[src/rtl/fta_bus_pkg.sv]
// Shared types for the WB-to-FTA bridge: tid tags, CSR offsets,
// FTA command/error codes and the bridge state encoding.
package fta_bus_pkg;

    localparam logic [3:0] TAG_NORM = 4'd1;
    localparam logic [3:0] TAG_COPY = 4'd2;

    typedef enum logic [2:0] {
        OFF_SRC    = 3'd0,
        OFF_DST    = 3'd1,
        OFF_BLEN   = 3'd2,
        OFF_DATA   = 3'd3,
        OFF_STATUS = 3'd4,
        OFF_ST_RTY = 3'd5,
        OFF_ST_TO  = 3'd6,
        OFF_ST_OPS = 3'd7
    } csr_off_e;

    typedef enum logic [2:0] {
        IDLE,
        ISSUE,
        WAIT_RSP,
        BACKOFF,
        DONE
    } b2_state_e;

    typedef enum logic [1:0] {
        CMD_NONE = 2'd0,
        LOAD     = 2'd1,
        STORE    = 2'd2
    } fta_cmd_e;

    typedef enum logic [1:0] {
        OKAY    = 2'd0,
        DECERR  = 2'd1,
        PROTERR = 2'd2,
        ERR     = 2'd3
    } fta_err_e;

    function automatic logic [31:0] status_word(
        input logic       to,
        input logic       re,
        input logic [9:0] cnt
    );
        return {20'd0, to, re, cnt};
    endfunction

endpackage

[src/rtl/wb_to_fta_bridge2_if.sv]
// Bus interfaces used by the bridge.
// wb_bus_interface: WB request in / response out; fta_bus_interface: FTA request / response.
interface wb_bus_interface #(
    parameter int WID = 256
);
    import fta_bus_pkg::*;

    typedef struct packed {
        logic             cyc;
        logic             stb;
        logic             we;
        logic [7:0]       blen;
        logic [WID/8-1:0] sel;
        logic [31:0]      adr;
        logic [WID-1:0]   dat;
    } req_t;

    typedef struct packed {
        logic           ack;
        fta_err_e       err;
        logic [WID-1:0] dat;
    } resp_t;

    req_t  req;
    resp_t resp;

    modport master (output req, input resp);
    modport slave  (input req, output resp);
endinterface

interface fta_bus_interface #(
    parameter int WID = 256
);
    import fta_bus_pkg::*;

    typedef struct packed {
        logic             cyc;
        logic             we;
        fta_cmd_e         cmd;
        logic [12:0]      tid;
        logic [7:0]       blen;
        logic [WID/8-1:0] sel;
        logic [31:0]      adr;
        logic [WID-1:0]   data1;
    } req_t;

    typedef struct packed {
        logic           ack;
        logic           rty;
        logic           stall;
        fta_err_e       err;
        logic [12:0]    tid;
        logic [WID-1:0] dat;
    } resp_t;

    req_t  req;
    resp_t resp;

    modport master (output req, input resp);
    modport slave  (input req, output resp);
endinterface

[src/rtl/wb2fta_rty_ctrl.sv]
// Retry / backoff / timeout bookkeeping for the bridge.
// Ports: i_clr (idle), i_issue, i_wait, i_rty, i_backoff in; o_reissue, o_exhaust, o_timeout, o_rty_cnt out.
module wb2fta_rty_ctrl #(
    parameter int RETRIES = 300,
    parameter int RTY_DLY = 4,
    parameter int TIMEOUT = 1023
) (
    input  logic       i_clk,
    input  logic       i_rst,
    input  logic       i_clr,
    input  logic       i_issue,
    input  logic       i_wait,
    input  logic       i_rty,
    input  logic       i_backoff,
    output logic       o_reissue,
    output logic       o_exhaust,
    output logic       o_timeout,
    output logic [9:0] o_rty_cnt
);
    localparam logic [3:0]  BO_LAST = (RTY_DLY > 0) ? 4'(RTY_DLY - 1) : 4'd0;
    localparam logic [9:0]  RTY_LIM = 10'(RETRIES);
    localparam logic [10:0] TO_LIM  = 11'(TIMEOUT);

    logic [9:0] r_rty;
    logic [3:0] r_bo;
    logic [9:0] r_wait;

    // Exhaustion is judged on the count of reissues already made.
    assign o_exhaust = i_rty && (r_rty == RTY_LIM);
    assign o_reissue = i_backoff && (r_bo == BO_LAST);
    assign o_timeout = (TIMEOUT != 0) && i_wait
                       && (({1'b0, r_wait} + 11'd1) == TO_LIM);
    assign o_rty_cnt = r_rty;

    always_ff @(posedge i_clk or posedge i_rst) begin
        if (i_rst) begin
            r_rty  <= '0;
            r_bo   <= '0;
            r_wait <= '0;
        end else begin
            if (i_clr)
                r_rty <= '0;
            else if (i_rty && !o_exhaust)
                r_rty <= r_rty + 10'd1;

            if (i_backoff)
                r_bo <= r_bo + 4'd1;
            else
                r_bo <= '0;

            if (i_issue || i_clr)
                r_wait <= '0;
            else if (i_wait)
                r_wait <= r_wait + 10'd1;
        end
    end

endmodule

[src/rtl/wb_to_fta_bridge2.sv]
// WB slave to FTA master bridge with retry/backoff, timeout and a CSR copy window.
// Ports: clk_i, rst_i, cs_i, wb_i (slave), fta_o (master). Option: WB2FTA_STATS_EN adds counters.
module wb_to_fta_bridge2
    import fta_bus_pkg::*;
#(
    parameter int          WID       = 256,
    parameter logic [5:0]  CORENO    = 6'd1,
    parameter logic [2:0]  CHANNEL   = 3'd0,
    parameter int          RETRIES   = 300,
    parameter int          RTY_DLY   = 4,
    parameter int          TIMEOUT   = 1023,
    parameter bit          POSTED_WR = 1'b0,
    parameter logic [31:0] CSR_ADR   = 32'hBFFFFFE0
) (
    input  logic             clk_i,
    input  logic             rst_i,
    input  logic             cs_i,
    wb_bus_interface.slave   wb_i,
    fta_bus_interface.master fta_o
);
    b2_state_e r_state, w_next;

    logic             r_we;
    logic [3:0]       r_tag;
    logic [WID/8-1:0] r_sel;
    logic [31:0]      r_adr;
    logic [7:0]       r_blen;
    logic [WID-1:0]   r_data;
    logic [31:0]      r_src, r_dst;
    logic [7:0]       r_blen_csr;
    logic             r_to, r_re;
    logic [9:0]       r_rcl;
    logic             r_ack;
    fta_err_e         r_err;
    logic [WID-1:0]   r_dat;

    logic           w_valid, w_hit, w_csr, w_match, w_rack, w_rrty;
    logic           w_issue, w_wait, w_rty_in, w_bo;
    logic           w_reissue, w_exh, w_to;
    logic [9:0]     w_rcnt;
    csr_off_e       w_off;
    logic [31:0]    w_csr_rd;
    logic           w_load, w_fin, w_set_to, w_set_re, w_csr_wr;
    fta_err_e       w_fin_err;
    logic [WID-1:0] w_fin_dat;

    assign w_valid = wb_i.req.cyc && wb_i.req.stb && cs_i;
    assign w_hit   = (wb_i.req.adr[31:5] == CSR_ADR[31:5]);
    assign w_off   = csr_off_e'(wb_i.req.adr[4:2]);
    assign w_csr   = w_hit && (w_off != OFF_DATA);
    assign w_match = (fta_o.resp.tid == {CORENO, CHANNEL, r_tag});
    assign w_rack  = fta_o.resp.ack && w_match;
    assign w_rrty  = fta_o.resp.rty && w_match && !fta_o.resp.ack;

    assign w_issue  = (r_state == ISSUE);
    assign w_wait   = (r_state == WAIT_RSP) && w_valid && !w_rack && !w_rrty;
    assign w_rty_in = (r_state == WAIT_RSP) && w_valid && w_rrty;
    assign w_bo     = (r_state == BACKOFF) && w_valid;

    wb2fta_rty_ctrl #(
        .RETRIES (RETRIES),
        .RTY_DLY (RTY_DLY),
        .TIMEOUT (TIMEOUT)
    ) u_rty (
        .i_clk     (clk_i),
        .i_rst     (rst_i),
        .i_clr     (r_state == IDLE),
        .i_issue   (w_issue),
        .i_wait    (w_wait),
        .i_rty     (w_rty_in),
        .i_backoff (w_bo),
        .o_reissue (w_reissue),
        .o_exhaust (w_exh),
        .o_timeout (w_to),
        .o_rty_cnt (w_rcnt)
    );

    // Request is only driven during ISSUE; all-zero otherwise.
    assign fta_o.req.cyc   = w_issue;
    assign fta_o.req.we    = w_issue && r_we;
    assign fta_o.req.cmd   = w_issue ? (r_we ? STORE : LOAD) : CMD_NONE;
    assign fta_o.req.tid   = w_issue ? {CORENO, CHANNEL, r_tag} : '0;
    assign fta_o.req.blen  = w_issue ? r_blen : '0;
    assign fta_o.req.sel   = w_issue ? r_sel : '0;
    assign fta_o.req.adr   = w_issue ? r_adr : '0;
    assign fta_o.req.data1 = w_issue ? r_data : '0;

    assign wb_i.resp.ack = r_ack;
    assign wb_i.resp.err = r_err;
    assign wb_i.resp.dat = r_dat;

`ifdef WB2FTA_STATS_EN
    logic [31:0] r_st_rty, r_st_to, r_st_ops;

    always_ff @(posedge clk_i or posedge rst_i) begin
        if (rst_i) begin
            r_st_rty <= '0;
            r_st_to  <= '0;
            r_st_ops <= '0;
        end else if (w_csr_wr && (w_off >= OFF_ST_RTY)) begin
            r_st_rty <= '0;
            r_st_to  <= '0;
            r_st_ops <= '0;
        end else begin
            if (w_rty_in && !(&r_st_rty)) r_st_rty <= r_st_rty + 32'd1;
            if (w_set_to && !(&r_st_to))  r_st_to  <= r_st_to + 32'd1;
            if (w_fin && !(&r_st_ops))    r_st_ops <= r_st_ops + 32'd1;
        end
    end
`endif

    always_comb begin
        w_csr_rd = '0;
        case (w_off)
            OFF_SRC:    w_csr_rd = r_src;
            OFF_DST:    w_csr_rd = r_dst;
            OFF_BLEN:   w_csr_rd = {24'd0, r_blen_csr};
            OFF_STATUS: w_csr_rd = status_word(r_to, r_re, r_rcl);
`ifdef WB2FTA_STATS_EN
            OFF_ST_RTY: w_csr_rd = r_st_rty;
            OFF_ST_TO:  w_csr_rd = r_st_to;
            OFF_ST_OPS: w_csr_rd = r_st_ops;
`endif
            default:    w_csr_rd = '0;
        endcase
    end

    always_ff @(posedge clk_i or posedge rst_i) begin
        if (rst_i) r_state <= IDLE;
        else       r_state <= w_next;
    end

    always_comb begin
        w_next    = r_state;
        w_load    = 1'b0;
        w_fin     = 1'b0;
        w_fin_err = OKAY;
        w_fin_dat = '0;
        w_set_to  = 1'b0;
        w_set_re  = 1'b0;
        w_csr_wr  = 1'b0;
        unique case (r_state)
            IDLE: begin
                if (w_valid) begin
                    if (w_csr) begin
                        w_csr_wr  = wb_i.req.we;
                        w_fin     = 1'b1;
                        w_fin_dat = wb_i.req.we ? '0 : {(WID/32){w_csr_rd}};
                        w_next    = DONE;
                    end else if (!fta_o.resp.stall) begin
                        w_load = 1'b1;
                        w_next = ISSUE;
                    end
                end
            end
            ISSUE: begin
                if (POSTED_WR && r_we) begin
                    w_fin  = 1'b1;
                    w_next = DONE;
                end else begin
                    w_next = WAIT_RSP;
                end
            end
            WAIT_RSP: begin
                if (!w_valid) begin
                    w_next = IDLE;
                end else if (w_rack) begin
                    w_fin     = 1'b1;
                    w_fin_dat = fta_o.resp.dat;
                    w_fin_err = (fta_o.resp.err != OKAY) ? ERR : OKAY;
                    w_next    = DONE;
                end else if (w_rrty) begin
                    if (w_exh) begin
                        w_fin     = 1'b1;
                        w_fin_err = ERR;
                        w_set_re  = 1'b1;
                        w_next    = DONE;
                    end else begin
                        w_next = (RTY_DLY == 0) ? ISSUE : BACKOFF;
                    end
                end else if (w_to) begin
                    w_fin     = 1'b1;
                    w_fin_err = ERR;
                    w_set_to  = 1'b1;
                    w_next    = DONE;
                end
            end
            BACKOFF: begin
                if (!w_valid)      w_next = IDLE;
                else if (w_reissue) w_next = ISSUE;
            end
            DONE: begin
                if (!w_valid) w_next = IDLE;
            end
            default: w_next = IDLE;
        endcase
    end

    always_ff @(posedge clk_i or posedge rst_i) begin
        if (rst_i) begin
            r_we       <= 1'b0;
            r_tag      <= '0;
            r_sel      <= '0;
            r_adr      <= '0;
            r_blen     <= '0;
            r_data     <= '0;
            r_src      <= '0;
            r_dst      <= '0;
            r_blen_csr <= '0;
            r_to       <= 1'b0;
            r_re       <= 1'b0;
            r_rcl      <= '0;
            r_ack      <= 1'b0;
            r_err      <= OKAY;
            r_dat      <= '0;
        end else begin
            // Request fields are frozen here so reissues repeat them exactly.
            if (w_load) begin
                r_we   <= wb_i.req.we;
                r_data <= wb_i.req.dat;
                if (w_hit) begin
                    r_tag  <= TAG_COPY;
                    r_sel  <= '1;
                    r_adr  <= wb_i.req.we ? r_dst : r_src;
                    r_blen <= r_blen_csr;
                end else begin
                    r_tag  <= TAG_NORM;
                    r_sel  <= wb_i.req.sel;
                    r_adr  <= wb_i.req.adr;
                    r_blen <= wb_i.req.blen;
                end
            end

            if (w_fin) begin
                r_ack <= 1'b1;
                r_err <= w_fin_err;
                r_dat <= w_fin_dat;
                r_rcl <= w_rcnt;
            end else if ((r_state == DONE) && !w_valid) begin
                r_ack <= 1'b0;
                r_err <= OKAY;
                r_dat <= '0;
            end

            if (w_csr_wr) begin
                case (w_off)
                    OFF_SRC:    r_src      <= wb_i.req.dat[31:0];
                    OFF_DST:    r_dst      <= wb_i.req.dat[31:0];
                    OFF_BLEN:   r_blen_csr <= wb_i.req.dat[7:0];
                    OFF_STATUS: begin
                        r_to <= 1'b0;
                        r_re <= 1'b0;
                    end
                    default: ;
                endcase
            end
            if (w_set_to) r_to <= 1'b1;
            if (w_set_re) r_re <= 1'b1;
        end
    end

endmodule

[src/flat_wrapper.sv]
// flat-port wrapper written by rule: the top's interface ports become plain ports
module wb_to_fta_bridge2_flat import fta_bus_pkg::*;
#(
    parameter int          WID       = 256,
    parameter logic [5:0]  CORENO    = 6'd1,
    parameter logic [2:0]  CHANNEL   = 3'd0,
    parameter int          RETRIES   = 300,
    parameter int          RTY_DLY   = 4,
    parameter int          TIMEOUT   = 1023,
    parameter bit          POSTED_WR = 1'b0,
    parameter logic [31:0] CSR_ADR   = 32'hBFFFFFE0
)
  (clk_i, rst_i, cs_i, wb_i_req, wb_i_resp, fta_o_req, fta_o_resp);
  wb_bus_interface #(.WID(WID)) wb_i_i ();
  fta_bus_interface #(.WID(WID)) fta_o_i ();
  input  logic clk_i;
  input  logic rst_i;
  input  logic cs_i;
  input wire logic [$bits(wb_i_i.req)-1:0] wb_i_req;
  output wire logic [$bits(wb_i_i.resp)-1:0] wb_i_resp;
  output wire logic [$bits(fta_o_i.req)-1:0] fta_o_req;
  input wire logic [$bits(fta_o_i.resp)-1:0] fta_o_resp;
  assign wb_i_i.req = wb_i_req;
  assign wb_i_resp = wb_i_i.resp;
  assign fta_o_req = fta_o_i.req;
  assign fta_o_i.resp = fta_o_resp;
  wb_to_fta_bridge2 #(.WID(WID), .CORENO(CORENO), .CHANNEL(CHANNEL), .RETRIES(RETRIES), .RTY_DLY(RTY_DLY), .TIMEOUT(TIMEOUT), .POSTED_WR(POSTED_WR), .CSR_ADR(CSR_ADR)) u_core (.clk_i(clk_i), .rst_i(rst_i), .cs_i(cs_i), .wb_i(wb_i_i), .fta_o(fta_o_i));
endmodule
[config.mk]
export PLATFORM = sky130hd
export DESIGN_NAME = wb_to_fta_bridge2_flat
export DESIGN_NICKNAME = d
export VERILOG_FILES = /design/src/rtl/fta_bus_pkg.sv /design/src/rtl/wb_to_fta_bridge2_if.sv /design/src/rtl/wb2fta_rty_ctrl.sv /design/src/rtl/wb_to_fta_bridge2.sv /design/src/flat_wrapper.sv
export SDC_FILE = /design/constraint.sdc
export NUM_CORES = 2
export LEC_CHECK = 0
export CAP_MARGIN = 20
export CORE_AREA = 8 8 466 468
export DETAILED_ROUTE_END_ITERATION = 10
export DIE_AREA = 0 0 474 476
export PLACE_DENSITY = 0.35
export SLEW_MARGIN = 10
export SYNTH_ARGS = -nofsm -noshare
export SYNTH_HDL_FRONTEND = slang
export SYNTH_SLANG_ARGS = --single-unit
[constraint.sdc]
create_clock -name clk_i -period 23.1 [get_ports clk_i]
set_input_delay 4.62 -clock clk_i [delete_from_list [all_inputs] [get_ports clk_i]]
set_output_delay 4.62 -clock clk_i [all_outputs]
set_load 0.05 [all_outputs]
# Word-level counts from Yosys, hierarchy flattened
# Index checks and enable logic that the tools add are counted.
# word_totals
reg_bits,703
inputBits,608
out_inout_bits,604
# op_classes
addsub,4
n_eq_ne,18
muxes,76
reduce_logical,39
# op_table
cell,n
$mux W256,8
$pmux W256 S2,1
$mux W32,5
$pmux W32 S4,1
$mux W10,4
$mux W3,11
$mux W1,28
$eq A27 B27 Y1 const B,1
$mux W2,12
$mux W8,3
$add A10 B1 Y10 const B,2
$logic_and A1 B1 Y1,17
$reduce_bool A2 Y1,8
$pmux W3 S5,1
$eq A13 B8 Y1,1
$add A10 B1 Y11 const B,1
$eq A11 B10 Y1 const B,1
$eq A10 B9 Y1 const B,1
$reduce_and A2 Y1,5
$eq A3 B2 Y1 const B,3
$eq A3 B1 Y1 const B,2
$eq A3 B3 Y1 const B,2
$logic_not A3 Y1,2
$ne A3 B2 Y1 const B,2
11 further kinds,15

# Logic depth before layout (Yosys ltp)
# logic_depth
word_depth,13
ltp_mapped,10
depth_no_buf,8

# Cells and area by module
# Synthesis repeated with hierarchy kept, for this count alone.
# hier_totals
cells_unflattened,2968
area_unflattened_um2,30549.3
# by_module_without_submodules
mod,instances,cells_per_inst,area_each_um2
wb_to_fta_bridge2,1,2829,29194.2
wb2fta_rty_ctrl,1,139,1355.0

# Worst setup path before layout
# OpenSTA, ideal clock, no wires.
# synth_path
path_type,input to register
from,in wb_i_req[286]
to,reg u_core.r_rcl[0]
setup_time_ns,0.128
t_arrival_ns,6.538
setup_slack_ns,16.434
path_stages,8
path_buffers,2
cell_sequence,nand4b_1 -> nor4_1 -> and2_1 -> buf_2 -> a21oi_1 -> a311oi_1 -> buf_4 -> mux2_1
# synth_between
elab_chain_cells,5
# synth_lines
element,line,text
"start, declared",flat_wrapper.sv:19,input wire logic [$bits(wb_i_i.req)-1:0] wb_i_req;
$eq A27 B27 Y1,wb_to_fta_bridge2.sv:48,assign w_hit = (wb_i.req.adr[31:5] == CSR_ADR[31:5]);
$logic_and A1 B1 Y1,wb_to_fta_bridge2.sv:50,assign w_csr = w_hit && (w_off != OFF_DATA);
$mux W1,wb_to_fta_bridge2.sv:145,if (w_csr) begin
$mux W1,wb_to_fta_bridge2.sv:144,if (w_valid) begin
$pmux W1 S2,wb_to_fta_bridge2.sv:142,unique case (r_state)
"end signal, assigned",wb_to_fta_bridge2.sv:238,r_rcl <= w_rcnt;
"end, declared",wb_to_fta_bridge2.sv:32,logic [9:0] r_rcl;
# No other way between the ends.
# A chain may end at the register's enable or synchronous reset.

# Final worst setup path
# layout_path
from,in wb_i_req[264]
to,reg u_core.r_data[50]
# layout_between
elab_chain_cells,5
# layout_lines
element,line,text
$eq A27 B27 Y1,wb_to_fta_bridge2.sv:48,
$logic_and A1 B1 Y1,wb_to_fta_bridge2.sv:50,
$mux W1,wb_to_fta_bridge2.sv:145,
$mux W1,wb_to_fta_bridge2.sv:144,
$mux W1,wb_to_fta_bridge2.sv:142,
"end signal, assigned",wb_to_fta_bridge2.sv:220,r_data <= wb_i.req.dat;
"end, declared",wb_to_fta_bridge2.sv:28,logic [WID-1:0] r_data;
# No other way between the ends.

==> impl_metrics.csv <==
group,metric,value,unit
synthesis,ys_ff_latch,700,
final_layout,syn2layout_area_growth,59.5,%
timing,tns,0,ps
setup_path,crit_fanout,75,
timing,finalCritPeriodShare,43.8,%
final_layout,multiInputGateArea,11900,sq um
clocking,cts_buffer_depth,3,
place,place_congestion,0.817,
synthesis,synth_top_family_by_area,"simple AND/OR/NAND/NOR gates",
setup_path,startpoint,"wb_i_req[264]",
final_layout,finish.net_count,4676,
clocking,path_clk_slew,50,ps
setup_path,critPathRequiredTime,23740,ps
grt,grt_overflow_total,0,
setup_path,crit_arrival,10760,ps
synthesis,synth_top_cell_area_share,57.3,%
die,start_util,14.5,%
final_layout,final_cells,6989,
timing,max_freq,98.8,MHz
clocking,cts_tree,"built",
setup_path,start_kind,"primary input",
detailed_routing,wl_per_cell,27.7,um
die,io_pins,1212,
synthesis,syn_inst,2969,
final_layout,fin_util,23.2,%
die,chipHeight,476,um
clocking,htreeDepth,3,
setup_path,cpMaxStageDelayCell,"nor4_2",
timing,tightest_slew,1300,ps
timing,setup_viol,0,
synthesis,synth_area,30600,sq um
place,portBuffers,1201,
grt,grt_pass1_wl,262000,um
worst_hold_path,holdPathEnd,"u_core.r_sel[8]$_DFFE_PP0P_",
setup_path,worstRegToRegCells,9,
power,powerDensity,94.1,nW/um^2
worst_hold_path,hold_depth,2,
synthesis,ys_seq_area_share,57.3,%
synthesis,synth-xor-area-share,0.487,%
place,hpwl,144000,um
final_layout,drive_gt1_share,8.65,%
clocking,clkLatencyLatePin,750,ps
clocking,cts_buffers,97,
synthesis,synth.area.mux_share,4.60,%
synthesis,async_flop_share,100,%
synthesis,synth_adder_area_share,0.237,%
setup_path,r2r-end,"u_core.r_data[50]$_DFFE_PP0P_",
setup_path,path_class,"primary input to flip-flop",
clocking,post_cts_resized,0,
grt,grt_pass1_vias,29800,
timing,rsz0062_at_grt,"no",
worst_hold_path,hold_class,"flip-flop to flip-flop",
setup_path,critPathBufInv,4,
worst_hold_path,hold_start,"u_core.r_sel[8]$_DFFE_PP0P_",
setup_path,crit_family,"buffers and inverters",
clocking,cts_root_buffer,"clkbuf_16",
synthesis,synth_cell_types,57,
grt,grt_antenna_before_repair,72,
detailed_routing,wirelength,193000,um
power,power.total,4.59,mW
die,dieArea,226000,sq um
job,drv_cap,0,
synthesis,synth_area_per_cell,10.3,sq um
die,die_w,474,um
power,worst_ir_drop_vdd,0.0551,mV
clocking,ctsHoldBuffers,0,
synthesis,synth-main-ff-cell,"dfrtp_1",
grt,grt_util_all_layers,16.3,%
setup_path,rrSetupSlack,17600,ps
setup_path,crit_path_cell_trace,"clkdlybuf4s50_1, nand4_1, nor4_2, a31oi_1, nand2_4, buf_4, buf_4, buf_4, nand2_1, nand2_1",
clocking,clkSinkCount,700,
power,p_leak,22.4,nW
detailed_routing,drcViolationCount,0,
synthesis,synth_edf_count,0,
detailed_routing,drtIter0Drc,1880,
clocking,cts_setup_buffers,0,
timing,finClkSkew,42.3,ps
setup_path,cpMostUsedCell,"buf_4",
detailed_routing,vias,28300,
timing,drv_slew,0,
place,dp_cells,6785,
timing,hold_violations,0,
setup_path,crit_path_end_kind,"flip-flop",
setup_path,slowest_delay,1140,ps
detailed_routing,drtAntennaViolNets,0,
timing,max-slew-margin-rel,13.5,%
timing,fin_ws,12980,ps
die,core,210000,sq um
synthesis,synthSimpleGateAreaFrac,21.0,%
synthesis,synth_area_leaders,"dfrtp_1, nand2_1, a221o_1",
place,placed_area,45400,sq um
detailed_routing,drtPass1Iterations,5,
detailed_routing,detail_route.vias_per_cell,4.04,
die,rows,169,
final_layout,fillers,22800,
final_layout,design_area,48800,sq um
grt,grt_start_max_net_pins,157,
synthesis,yosys_warnings,0,
synthesis,synth-compound-area-share,12.0,%
synthesis,yosysTopAreaCell,"dfrtp_1",
timing,period_minus_slack,10120,ps
timing,whs,459,ps
final_layout,final-seq-area,17500,sq um
setup_path,r2r-start,"u_core.r_state[0]$_DFFE_PP0P_",
place,dpl_worst_slack,12090,ps
run_status,status,"finished clean",
==> final cells by class <==
class                           count  share of cell area, %
Tap cell                         2821                   7.24
Sequential cell                   700                   35.9
Inverter                            6                 0.0539
Antenna cell                       30                  0.154
Clock buffer                      142                   5.86
Timing Repair Buffer             1250                   25.5
Clock inverter                     32                  0.950
Multi-Input combinational cell   2008                   24.3
==> registers in the layout, indices dropped and copies added, names as in the netlist <==
name	flops
u_core.u_rty.r_bo	4
u_core.r_blen	8
u_core.r_tag	2
u_core.r_state	3
u_core.r_blen_csr	8
u_core.r_adr	32
u_core.r_err	1
u_core.u_rty.o_rty_cnt	10
u_core.r_sel	32
u_core.u_rty.r_wait	10
u_core.r_data	256
u_core.r_to	1
u_core.r_re	1
u_core.r_we	1
u_core.r_dst	32
u_core.r_dat	256
u_core.r_ack	1
u_core.r_rcl	10
u_core.r_src	32
==> layout by cell type, fill, tap and decap left out, types with 4 or more instances in the layout <==
| cell type | Yosys | routed |
|---|---|---|
| bufinv_16 | 0 | 6 |
| clkinv_16 | 0 | 4 |
| xnor2_1 | 7 | 7 |
| clkinv_2 | 0 | 15 |
| clkdlybuf4s50_1 | 0 | 1199 |
| buf_12 | 0 | 4 |
| diode_2 | 0 | 30 |
| mux2_2 | 99 | 99 |
| clkbuf_1 | 169 | 19 |
| a221o_1 | 257 | 257 |
| and2_1 | 9 | 5 |
| clkbuf_16 | 0 | 97 |
| buf_4 | 22 | 45 |
| conb_1 | 1 | 10 |
| a31oi_1 | 12 | 12 |
| ha_1 | 5 | 5 |
| a22oi_1 | 20 | 20 |
| clkinvlp_4 | 0 | 4 |
| and3_1 | 339 | 338 |
| dfrtp_1 | 700 | 699 |
| mux2i_1 | 18 | 18 |
| nor3_1 | 6 | 4 |
| nor2b_1 | 4 | 4 |
| inv_1 | 6 | 5 |
| nor2_2 | 28 | 28 |
| nor2_1 | 54 | 53 |
| clkbuf_8 | 0 | 26 |
| mux2_1 | 10 | 10 |
| nand2_1 | 899 | 897 |
| nor3_4 | 0 | 4 |
| nand3_1 | 19 | 18 |
| o21ai_0 | 107 | 107 |
| a2bb2oi_1 | 8 | 8 |
| xor2_1 | 10 | 10 |
| a21oi_1 | 26 | 26 |
| nand4_1 | 13 | 13 |
==> power by group <==
part,internal (mW),switching [mW]
clock network,0.928,0.652
logic,0.434,0.878
registers,1.52,0.174
==> worst max-delay path by stage <==
| stage | end | slack [ps] | depth (start not counted) |
|---|---|---|---|
| detailed placement | u_core.r_data[71]$_DFFE_PP0P_ | 12090 | 10 |
| global route | u_core.r_data[50]$_DFFE_PP0P_ | 12810 | 10 |
| global placement | u_core.r_data[72]$_DFFE_PP0P_ | 12120 | 10 |
| CTS | u_core.r_data[50]$_DFFE_PP0P_ | 12900 | 10 |
| floorplan | u_core.r_ack$_DFFE_PP0P_ | 8900 | 1 |
| finish | u_core.r_data[50]$_DFFE_PP0P_ | 12980 | 10 |
==> cell families after synthesis <==
family	count (synthesis)
AO/OA/AOI/OAI	446
multiplexers	127
other	1
XOR/XNOR	17
flip-flops	700
adder cells (fa/ha/maj)	6
AND/OR/NAND/NOR	1402
buffers and inverters	270
==> cells in the mapped netlist (all sizes together) (4+ instances only) <==
library cell / number
a21oi: 26
a221o: 257
a22oi: 20
a2bb2oi: 8
a31oi: 12
and2: 10
and3: 339
buf: 95
clkbuf: 169
dfrtp: 700
ha: 5
inv: 6
mux2: 109
mux2i: 18
nand2: 899
nand3: 19
nand4: 13
nor2: 82
nor2b: 4
nor3: 10
o21ai: 108
xnor2: 7
xor2: 10
==> per-layer routing <==
layer	global-route usage, %	vias up	share of wire, %
met5	0	-	0.14
met4	6.60	42	4.4
met3	6.38	276	9.5
met2	27.8	1139	48
met1	18.3	14200	38
li1	-	12600	-
==> worst register-to-register path, cell delays in order (launching register included) <==
cell	delay, ps
dfrtp_4	820
buf_4	860
nor3_1	150
buf_4	220
nand2_4	520
buf_4	780
buf_4	920
buf_4	830
nand2_1	220
nand2_1	90
No activity file was read; power rests on OpenSTA's default activity.
